===== src/rtl/io_debounce_irq_if.sv =====
// Register-map side of the input conditioning stage: controls in, debounced levels and status out.
// The master modport belongs to the register map, the slave modport to io_debounce_irq.
interface io_debounce_irq_if #(
    parameter int N_SW  = 8,
    parameter int N_BTN = 5
);
    logic [N_SW-1:0]  deb_switch_ena;
    logic [N_BTN-1:0] deb_button_ena;
    logic [4:0]       deb_time;
    logic [N_SW-1:0]  int_switch_ena;
    logic [N_BTN-1:0] int_button_ena;
    logic [N_SW-1:0]  int_switch_clr;
    logic [N_BTN-1:0] int_button_clr;
    logic [N_BTN-1:0] button_posedge;
    logic [N_BTN-1:0] button_negedge;
    logic [N_SW-1:0]  switch_deb;
    logic [N_BTN-1:0] button_deb;
    logic [N_SW-1:0]  int_switch_sts;
    logic [N_BTN-1:0] int_button_sts;

    modport master (
        output deb_switch_ena,
        output deb_button_ena,
        output deb_time,
        output int_switch_ena,
        output int_button_ena,
        output int_switch_clr,
        output int_button_clr,
        output button_posedge,
        output button_negedge,
        input  switch_deb,
        input  button_deb,
        input  int_switch_sts,
        input  int_button_sts
    );

    modport slave (
        input  deb_switch_ena,
        input  deb_button_ena,
        input  deb_time,
        input  int_switch_ena,
        input  int_button_ena,
        input  int_switch_clr,
        input  int_button_clr,
        input  button_posedge,
        input  button_negedge,
        output switch_deb,
        output button_deb,
        output int_switch_sts,
        output int_button_sts
    );
endinterface


===== src/rtl/io_debounce_irq.sv =====
// Synchronises and debounces board switches/buttons, detects edges and keeps sticky
// interrupt status bits; all outputs are registered.
module io_debounce_irq #(
    parameter int N_SW     = 8,
    parameter int N_BTN    = 5,
    parameter int TICK_DIV = 100000
) (
    input  logic             ACLK,
    input  logic             ARESET,
    input  logic [N_SW-1:0]  switch_raw,
    input  logic [N_BTN-1:0] button_raw,
    io_debounce_irq_if.slave regs,
    output logic             irq
);
    localparam int N_ALL = N_SW + N_BTN;
    localparam int CW    = $clog2(TICK_DIV);
    localparam logic [CW-1:0] TICK_LAST = CW'(TICK_DIV - 1);

    logic [CW-1:0]    count;
    logic             tick;
    logic [N_ALL-1:0] sync1;
    logic [N_ALL-1:0] sync2;
    logic [N_ALL-1:0] deb_ena;
    logic [N_ALL-1:0] stable;
    logic [N_ALL-1:0] stable_d;
    logic [N_ALL-1:0] rise;
    logic [N_ALL-1:0] fall;
    logic [5:0]       deb_limit;
    logic [N_SW-1:0]  switch_event;
    logic [N_BTN-1:0] button_event;
    logic [N_SW-1:0]  switch_sts;
    logic [N_BTN-1:0] button_sts;

    // Free-running prescaler; input activity never restarts it.
    always_ff @(posedge ACLK or posedge ARESET) begin
        if (ARESET) begin
            count <= '0;
        end else if (count == TICK_LAST) begin
            count <= '0;
        end else begin
            count <= count + CW'(1);
        end
    end

    assign tick = (count == TICK_LAST);

    always_ff @(posedge ACLK or posedge ARESET) begin
        if (ARESET) begin
            sync1 <= '0;
            sync2 <= '0;
        end else begin
            sync1 <= {button_raw, switch_raw};
            sync2 <= sync1;
        end
    end

    assign deb_ena   = {regs.deb_button_ena, regs.deb_switch_ena};
    assign deb_limit = {1'b0, regs.deb_time};

    // Any cycle where the input agrees with the stable level restarts the window.
    for (genvar i = 0; i < N_ALL; i++) begin : g_deb
        logic [5:0] cnt;
        logic       level;

        always_ff @(posedge ACLK or posedge ARESET) begin
            if (ARESET) begin
                cnt   <= '0;
                level <= 1'b0;
            end else if (!deb_ena[i]) begin
                cnt   <= '0;
                level <= sync2[i];
            end else if (sync2[i] == level) begin
                cnt <= '0;
            end else if (tick) begin
                if (cnt < deb_limit) begin
                    cnt <= cnt + 6'd1;
                end else begin
                    cnt   <= '0;
                    level <= sync2[i];
                end
            end
        end

        assign stable[i] = level;
    end

    always_ff @(posedge ACLK or posedge ARESET) begin
        if (ARESET) begin
            stable_d <= '0;
        end else begin
            stable_d <= stable;
        end
    end

    assign rise = stable & ~stable_d;
    assign fall = ~stable & stable_d;

    assign switch_event = (rise[N_SW-1:0] | fall[N_SW-1:0]) & regs.int_switch_ena;
    assign button_event = ((rise[N_ALL-1:N_SW] & regs.button_posedge) |
                           (fall[N_ALL-1:N_SW] & regs.button_negedge)) & regs.int_button_ena;

    // A new event in the same cycle as its clear pulse keeps the bit set.
    always_ff @(posedge ACLK or posedge ARESET) begin
        if (ARESET) begin
            switch_sts <= '0;
            button_sts <= '0;
            irq        <= 1'b0;
        end else begin
            switch_sts <= (switch_sts & ~regs.int_switch_clr) | switch_event;
            button_sts <= (button_sts & ~regs.int_button_clr) | button_event;
            irq        <= |{switch_sts, button_sts};
        end
    end

    assign regs.switch_deb     = stable[N_SW-1:0];
    assign regs.button_deb     = stable[N_ALL-1:N_SW];
    assign regs.int_switch_sts = switch_sts;
    assign regs.int_button_sts = button_sts;
endmodule


===== src/flat_wrapper.sv =====
// flat-port wrapper written by rule: the top's interface ports become plain ports
module io_debounce_irq_flat 
#(
    parameter int N_SW     = 8,
    parameter int N_BTN    = 5,
    parameter int TICK_DIV = 100000
)
  (ACLK, ARESET, switch_raw, button_raw, irq, regs_deb_switch_ena, regs_deb_button_ena, regs_deb_time, regs_int_switch_ena, regs_int_button_ena, regs_int_switch_clr, regs_int_button_clr, regs_button_posedge, regs_button_negedge, regs_switch_deb, regs_button_deb, regs_int_switch_sts, regs_int_button_sts);
  io_debounce_irq_if #(.N_SW(N_SW), .N_BTN(N_BTN)) regs_i ();
  input  logic ACLK;
  input  logic ARESET;
  input  logic [N_SW-1:0] switch_raw;
  input  logic [N_BTN-1:0] button_raw;
  output logic irq;
  input wire logic [$bits(regs_i.deb_switch_ena)-1:0] regs_deb_switch_ena;
  input wire logic [$bits(regs_i.deb_button_ena)-1:0] regs_deb_button_ena;
  input wire logic [$bits(regs_i.deb_time)-1:0] regs_deb_time;
  input wire logic [$bits(regs_i.int_switch_ena)-1:0] regs_int_switch_ena;
  input wire logic [$bits(regs_i.int_button_ena)-1:0] regs_int_button_ena;
  input wire logic [$bits(regs_i.int_switch_clr)-1:0] regs_int_switch_clr;
  input wire logic [$bits(regs_i.int_button_clr)-1:0] regs_int_button_clr;
  input wire logic [$bits(regs_i.button_posedge)-1:0] regs_button_posedge;
  input wire logic [$bits(regs_i.button_negedge)-1:0] regs_button_negedge;
  output wire logic [$bits(regs_i.switch_deb)-1:0] regs_switch_deb;
  output wire logic [$bits(regs_i.button_deb)-1:0] regs_button_deb;
  output wire logic [$bits(regs_i.int_switch_sts)-1:0] regs_int_switch_sts;
  output wire logic [$bits(regs_i.int_button_sts)-1:0] regs_int_button_sts;
  assign regs_i.deb_switch_ena = regs_deb_switch_ena;
  assign regs_i.deb_button_ena = regs_deb_button_ena;
  assign regs_i.deb_time = regs_deb_time;
  assign regs_i.int_switch_ena = regs_int_switch_ena;
  assign regs_i.int_button_ena = regs_int_button_ena;
  assign regs_i.int_switch_clr = regs_int_switch_clr;
  assign regs_i.int_button_clr = regs_int_button_clr;
  assign regs_i.button_posedge = regs_button_posedge;
  assign regs_i.button_negedge = regs_button_negedge;
  assign regs_switch_deb = regs_i.switch_deb;
  assign regs_button_deb = regs_i.button_deb;
  assign regs_int_switch_sts = regs_i.int_switch_sts;
  assign regs_int_button_sts = regs_i.int_button_sts;
  io_debounce_irq #(.N_SW(N_SW), .N_BTN(N_BTN), .TICK_DIV(TICK_DIV)) u_core (.ACLK(ACLK), .ARESET(ARESET), .switch_raw(switch_raw), .button_raw(button_raw), .regs(regs_i), .irq(irq));
endmodule

===== config.mk =====
export PLATFORM = sky130hd
export DESIGN_NAME = io_debounce_irq_flat
export DESIGN_NICKNAME = d
export VERILOG_FILES = /design/src/rtl/io_debounce_irq_if.sv /design/src/rtl/io_debounce_irq.sv /design/src/flat_wrapper.sv
export SDC_FILE = /design/constraint.sdc
export NUM_CORES = 1
export LEC_CHECK = 0
export ABC_AREA = 1
export CELL_PAD_IN_SITES_DETAIL_PLACEMENT = 1
export CELL_PAD_IN_SITES_GLOBAL_PLACEMENT = 2
export CORE_MARGIN = 2
export CORE_UTILIZATION = 25
export CTS_BUF_LIST = sky130_fd_sc_hd__clkbuf_4
export CTS_CLUSTER_DIAMETER = 40
export CTS_CLUSTER_SIZE = 10
export DETAILED_ROUTE_END_ITERATION = 8
export GPL_TIMING_DRIVEN = 0
export PLACE_DENSITY_LB_ADDON = 0.2
export SYNTH_ARGS = -nofsm -noshare
export SYNTH_HDL_FRONTEND = slang
export SYNTH_SLANG_ARGS = --single-unit

===== constraint.sdc =====
create_clock -name ACLK -period 4.7 [get_ports ACLK]
set_input_delay 0.705 -clock ACLK [delete_from_list [all_inputs] [get_ports ACLK]]
set_output_delay 0.705 -clock ACLK [all_outputs]
set_load 0.02 [all_outputs]

Word-level counts from Yosys, hierarchy flattened
Cells that the tools add are included.

Add/subtract/negate cells: 14. Order comparisons: 13. Eq/ne operators: 66. Muxes and demuxes: 105. Bitwise gates (word level): 16. Reductions and logical operators: 14.

Operator list (count): 6-bit 2-to-1 mux (52); 6-bit by 1-bit adder with 6-bit output, second input constant (13); 6-bit by 5-bit less-than comparator with 1-bit output (13); 1-bit 2-to-1 mux (52); 2-bit != test, second input constant (26); 3-bit by 1-bit != test with 1-bit output, second input constant (13); 3-bit AND reduction (13); 13-bit bitwise AND (2); 2-bit by 1-bit != test with 1-bit output, second input constant (13); 13-bit inverter (2); 5-bit bitwise AND (4); 17-bit by 1-bit adder with 17-bit output, second input constant (1); 17-bit equality test, second input constant (1); 17-bit 2-to-1 mux (1); 8-bit bitwise AND (2); 8-bit OR (2); 1-bit equality test (13); 13-bit OR reduction (1); 5-bit OR (2); 8-bit inverter (1); 5-bit inverter (1).

Flip-flop bits (word level): 161. Bits of input ports: 69. Output and inout port bits: 27.

Longest topological paths before layout
Gate-level depths: netlist of the first run.

Depth after elaboration: 6. Gate-level depth with buffers: 12. Gate-level depth less buffers: 12.

Least setup slack after synthesis of the first run
Ideal clock, no wire load.

Kind: input-to-reg. From: input regs_deb_time[3]. To: register u_core.g_deb[1].cnt[0]. Library setup time: 77 ps. Data arrival time: 1898 ps. Slack: 2725 ps. Stages on the path: 9. Buffers on the path: 0. Cells stage by stage: inv_1 ha_1 nand2_1 nand2_1 a21oi_1 nand2_1 nor2_1 nand2_1 a21oi_1.

Cells in the longest elaborated chain, start to end: 5.

RTL lines: from (decl) (RTL line flat_wrapper.sv:17) `input wire logic [$bits(regs_i.deb_time)-1:0] regs_deb_time;`; 6-bit by 5-bit less-than comparator with 1-bit output (RTL line io_debounce_irq.sv:75) `if (cnt < deb_limit) begin`; 6-bit 2-to-1 mux (RTL line io_debounce_irq.sv:75); 6-bit 2-to-1 mux (RTL line io_debounce_irq.sv:74) `end else if (tick) begin`; 6-bit 2-to-1 mux (RTL line io_debounce_irq.sv:72) `end else if (sync2[i] == level) begin`; 6-bit 2-to-1 mux (RTL line io_debounce_irq.sv:69) `end else if (!deb_ena[i]) begin`; to (signal assigned) (RTL line io_debounce_irq.sv:76) `cnt <= cnt + 6'd1;`; to (decl) (RTL line io_debounce_irq.sv:62) `logic [5:0] cnt;`.

No other way between the ends. The select of a mux whose other input is x is not followed. A chain may end at the register's enable or synchronous reset.

Worst setup path after layout of the first run
From: register u_core.g_deb[7].level. To: output regs_switch_deb[7].

RTL lines: from (decl) (RTL line io_debounce_irq.sv:63) `logic level;`; from (signal assigned) (RTL line io_debounce_irq.sv:71) `level <= sync2[i];`; from (signal assigned) (RTL line io_debounce_irq.sv:79) `level <= sync2[i];`; to (decl) (RTL line flat_wrapper.sv:24) `output wire logic [$bits(regs_i.switch_deb)-1:0] regs_switch_deb;`.

No word-level cell between the ends.

==> flow_summary.rst, run 1 <==
.. list-table::
   :header-rows: 1

   * - Metric
     - Value
   * - Hold-fix buffers, CTS
     - 0
   * - Count of final hold-check violations
     - 0
   * - Hold_ws
     - roughly 0.36 ns
   * - Floorplan Core Area
     - between 30000 and 40000 um2
   * - Final setup skew
     - around 0.018 ns
   * - Number of DRC markers after the initial detailed-route iteration
     - between 200 and 300
   * - Clock tree from TritonCTS
     - done
   * - Leak Pwr
     - 6.17 nW
   * - Max Root-Sink Buffers
     - 2
   * - Residual DRC count
     - 0
   * - Synthesized net count
     - roughly 1500
   * - Status
     - finished, final reports clean
   * - Site Rows
     - 72
   * - Series of cell instances along the critical path
     - buf_4, clkdlybuf4s50_1
   * - Final antenna-violating net count
     - 0
   * - Final-layout fill cell count
     - 4766
   * - Number of global-route vias before repair
     - 8824
   * - Number of buffer and inverter stages on the critical path
     - 2
   * - Commonest cells post-synth
     - nand2_1 (417), inv_1 (210), dfrtp_1 (161)
   * - Hold Path Class
     - flip-flop to flip-flop
   * - Clock-pin transition on the worst setup and hold timing paths
     - around 0.14 ns
   * - Total Routed Length
     - about 28000 um
   * - Sequential-to-total area share from yosys stat
     - 40.9%
   * - Height of the die
     - just over 200 um
   * - Post-CTS setup-driven buffer insertion count
     - 0
   * - Start point of the worst hold path
     - u_core.sync1[0]
   * - Period minus WS final
     - between 2 and 3 ns
   * - CP Class
     - flip-flop to output port
   * - Nature of the critical path endpoint
     - output port
   * - Biggest area contributors in the synthesized netlist
     - dfrtp_1 (41%), nand2_1 (16%), ha_1 (8.4%)
   * - Cell count of the worst reg-to-reg path
     - 11
   * - Global-route wire length before repair
     - about 47000 um
   * - Share of cells above drive strength 1
     - 5.59%
   * - Power density over cell area
     - approximately 250 nW/um2
   * - Synthesized area per cell
     - roughly 7.5 um2
   * - Crit Reg-Reg Endpoint
     - u_core.g_deb[2].cnt[1]
   * - Vias per Instance
     - about 4.3
   * - CTS root buf
     - clkbuf_4
   * - HPWL after detailed placement
     - 20900 um
   * - Final period utilization
     - between 50 and 60%
   * - Source-to-sink clock delay at the later pin of the worst-skew pair
     - around 0.62 ns
   * - Most used flip-flop cell after synthesis
     - dfrtp_1
   * - Total negative setup slack
     - 0 ns
   * - Placer Congestion
     - ~0.77
   * - Mapped cell area
     - just under 10000 um2
   * - Antenna violations before repair
     - 1
   * - R2R setup slack
     - roughly 2.6 ns
   * - Worst Hold Endpoint
     - u_core.sync2[0]
   * - Cell variety after synth
     - 27
   * - Maximum number of pins on one net before global-route repair
     - 39
   * - Full die area
     - 41000 um2
   * - Count of final max-slew check failures
     - 0
   * - Count of buffers inserted at the top-level ports
     - between 90 and 100
   * - Ys async rst share
     - 100%
   * - Count of TritonRoute iterations in the first routing pass
     - 4
   * - Max Freq
     - between 0.3 and 0.4 GHz
   * - Total routing resource utilization after global routing
     - between 10% and 20%
   * - Number of sinks driven by the clock tree
     - 161
   * - Required time of the critical path
     - 3.99 ns
   * - Critical path startpoint category
     - flip-flop
   * - Number of levels the H-tree was split into
     - 4
   * - Count of mapped cells out of synthesis
     - between 1000 and 1500
   * - Worst voltage drop across the vdd grid
     - around 0.13 mV
   * - EDFF count, synth
     - 0
   * - Crit path DAT
     - about 1.9 ns
   * - Slowest Stage Delay on Critical Path
     - 0.60 ns
   * - Initial Util
     - 25.4%
   * - Final core occ
     - 30.5%
   * - Biggest fanout along the worst timing path
     - 6
   * - Horizontal die dimension
     - roughly 200 um
   * - Final-stage net count
     - ~1600
   * - Setup Viol. Count Final
     - 0
   * - Per-cell routed wire length
     - 14.3 um
   * - CTS Buf Count
     - 17
   * - Hold path cells
     - 0
   * - Num ports
     - 96
   * - Setup repair after global routing missed its margin
     - no
   * - Resized cells post-CTS
     - 0
   * - Worst flop-to-flop path startpoint
     - u_core.count[0]
   * - Slew at the pin closest to its max-slew limit
     - 1.17 ns
   * - Leftover overflow at the end of global routing
     - 0
   * - CP delay by family, top
     - buffers and inverters
   * - Slowest-stage cell, CP
     - clkdlybuf4s50_1
   * - Total vias in the final route
     - around 8400
   * - Max transition margin
     - about 22%
   * - Post-synth top area share
     - 40.9%
   * - Post-synthesis register bit count
     - around 160
   * - Area growth from synthesis to layout
     - 19.8%
   * - Library cell with the largest summed area after synthesis
     - dfrtp_1
   * - Number of warnings issued by yosys
     - 0
   * - Max capacitance violation total
     - 0
   * - Most frequent cell after synthesis
     - nand2_1
routing by layer:
metal	GRT usage, %	wire length, um
met1	19.7	14200
met2	24.1	13000
met3	2.60	671
met4	3.39	258
met5	0	0
kinds of logic after synthesis:
group           synth area share (%)
fa+ha+maj                       8.38
xor+xnor                        6.22
simple gates                    31.9
compound gates                  2.77
buf+inv                         9.82
flops                           40.9
sequential cells by signal, summed over array words and instances, names as in the netlist:
register                    cells
u_core.sync2                   13
u_core.regs.int_switch_sts      8
u_core.stable_d                13
u_core.irq                      1
u_core.sync1                   13
u_core.regs.int_button_sts      5
u_core.count                   17
u_core.g_deb.level             13
u_core.g_deb.cnt               78
cell type report:
type                       instances  area, um2  area share, %
clock buffer                      20        150           1.27
clock inverter                    12        118          0.996
multi-input combinational        923       4850           41.1
antenna                            1       2.50         0.0212
buffer                            19        156           1.32
sequential                       161       4030           34.1
inverter                         216        815           6.90
tap                              518        648           5.49
timing repair buffer              99       1030           8.73
placed cells by master (no fill, tap or decap):
cell type and instances:
clkinvlp_4 2, clkdlybuf4s50_1 95, inv_1 209, xor2_1 37, xnor2_1 33, a21oi_1 21, nand4_1 41, clkinv_4 2
o31ai_1 1, ha_1 66, buf_8 1, nand2_2 7, buf_2 2, buf_6 3, nor3_1 19, or2_2 4
nand3_1 107, diode_2 1, nor4_1 3, o21ai_0 16, nand2_1 417, bufinv_16 2, inv_2 4, nor2_1 129
dfrtp_1 161, nor2_4 4, buf_4 13, o22ai_1 10, nand2_4 5, clkbuf_4 20, nand3_4 1, buf_12 4
clkinv_2 5, clkinv_1 4, a21oi_2 2
metrics by stage:
| stage | setup slack (ns) | power [mW] | area [um2] | std cells |
|---|---|---|---|---|
| after floorplan | 1.95 | 1.90 | 9850 | 1319 |
| after global placement | 0.127 | 2.17 | 11500 | 1932 |
| after detailed placement | 1.31 | 2.18 | 11500 | 1936 |
| after CTS | 1.92 | 3.09 | 11800 | 1968 |
| after global routing | 1.87 | 3.22 | 11800 | 1969 |
| final | 2.06 | 3.00 | 11800 | 1969 |
where the power goes:
group	switching (mW)	internal [mW]	leakage [nW]
clock	0.540	0.326	0.151
combinational	0.335	0.246	3.94
sequential	0.0858	1.47	2.08
total	0.961	2.04	6.17
worst max-delay path by stage:
stage	start	end	slack, ns	cells after the start
after detailed placement	regs_deb_time[4]	u_core.g_deb[9].cnt[5]	1.31	12
after floorplan	ARESET	u_core.count[0]	1.95	1
final	u_core.g_deb[7].level	regs_switch_deb[7]	2.06	2
after global routing	regs_deb_time[4]	u_core.g_deb[1].cnt[5]	1.87	10
after global placement	ARESET	u_core.stable_d[5]	0.13	2
after CTS	u_core.g_deb[1].level	regs_switch_deb[1]	1.92	2
Power figures use the tool's default switching activity.
==> run 2, diff against run 1 <==
==> constraint.sdc (replaced) <==
create_clock -name ACLK -period 2.7 [get_ports ACLK]
set_input_delay 0.405 -clock ACLK [delete_from_list [all_inputs] [get_ports ACLK]]
set_output_delay 0.405 -clock ACLK [all_outputs]
set_load 0.02 [all_outputs]
==> results of run 2 <==
Same layout as run 1 (identical final DEF). Status: finished, final reports clean.
Main changes from that run: setup slack after placement 1.31 ns -> -0.395 ns; clock-pin slew on the worst setup and hold paths 0.14 ns -> 0.15 ns; setup slack after layout 2.06 ns -> 0.357 ns; hold slack 0.364 ns -> 0.189 ns; register-to-register setup slack 2.57 ns -> 0.57 ns; end point of the worst hold path u_core.sync2[0] -> u_core.sync1[4]; total power 3.00 mW -> 5.22 mW; worst IR drop on VDD 0.132 mV -> 0.230 mV
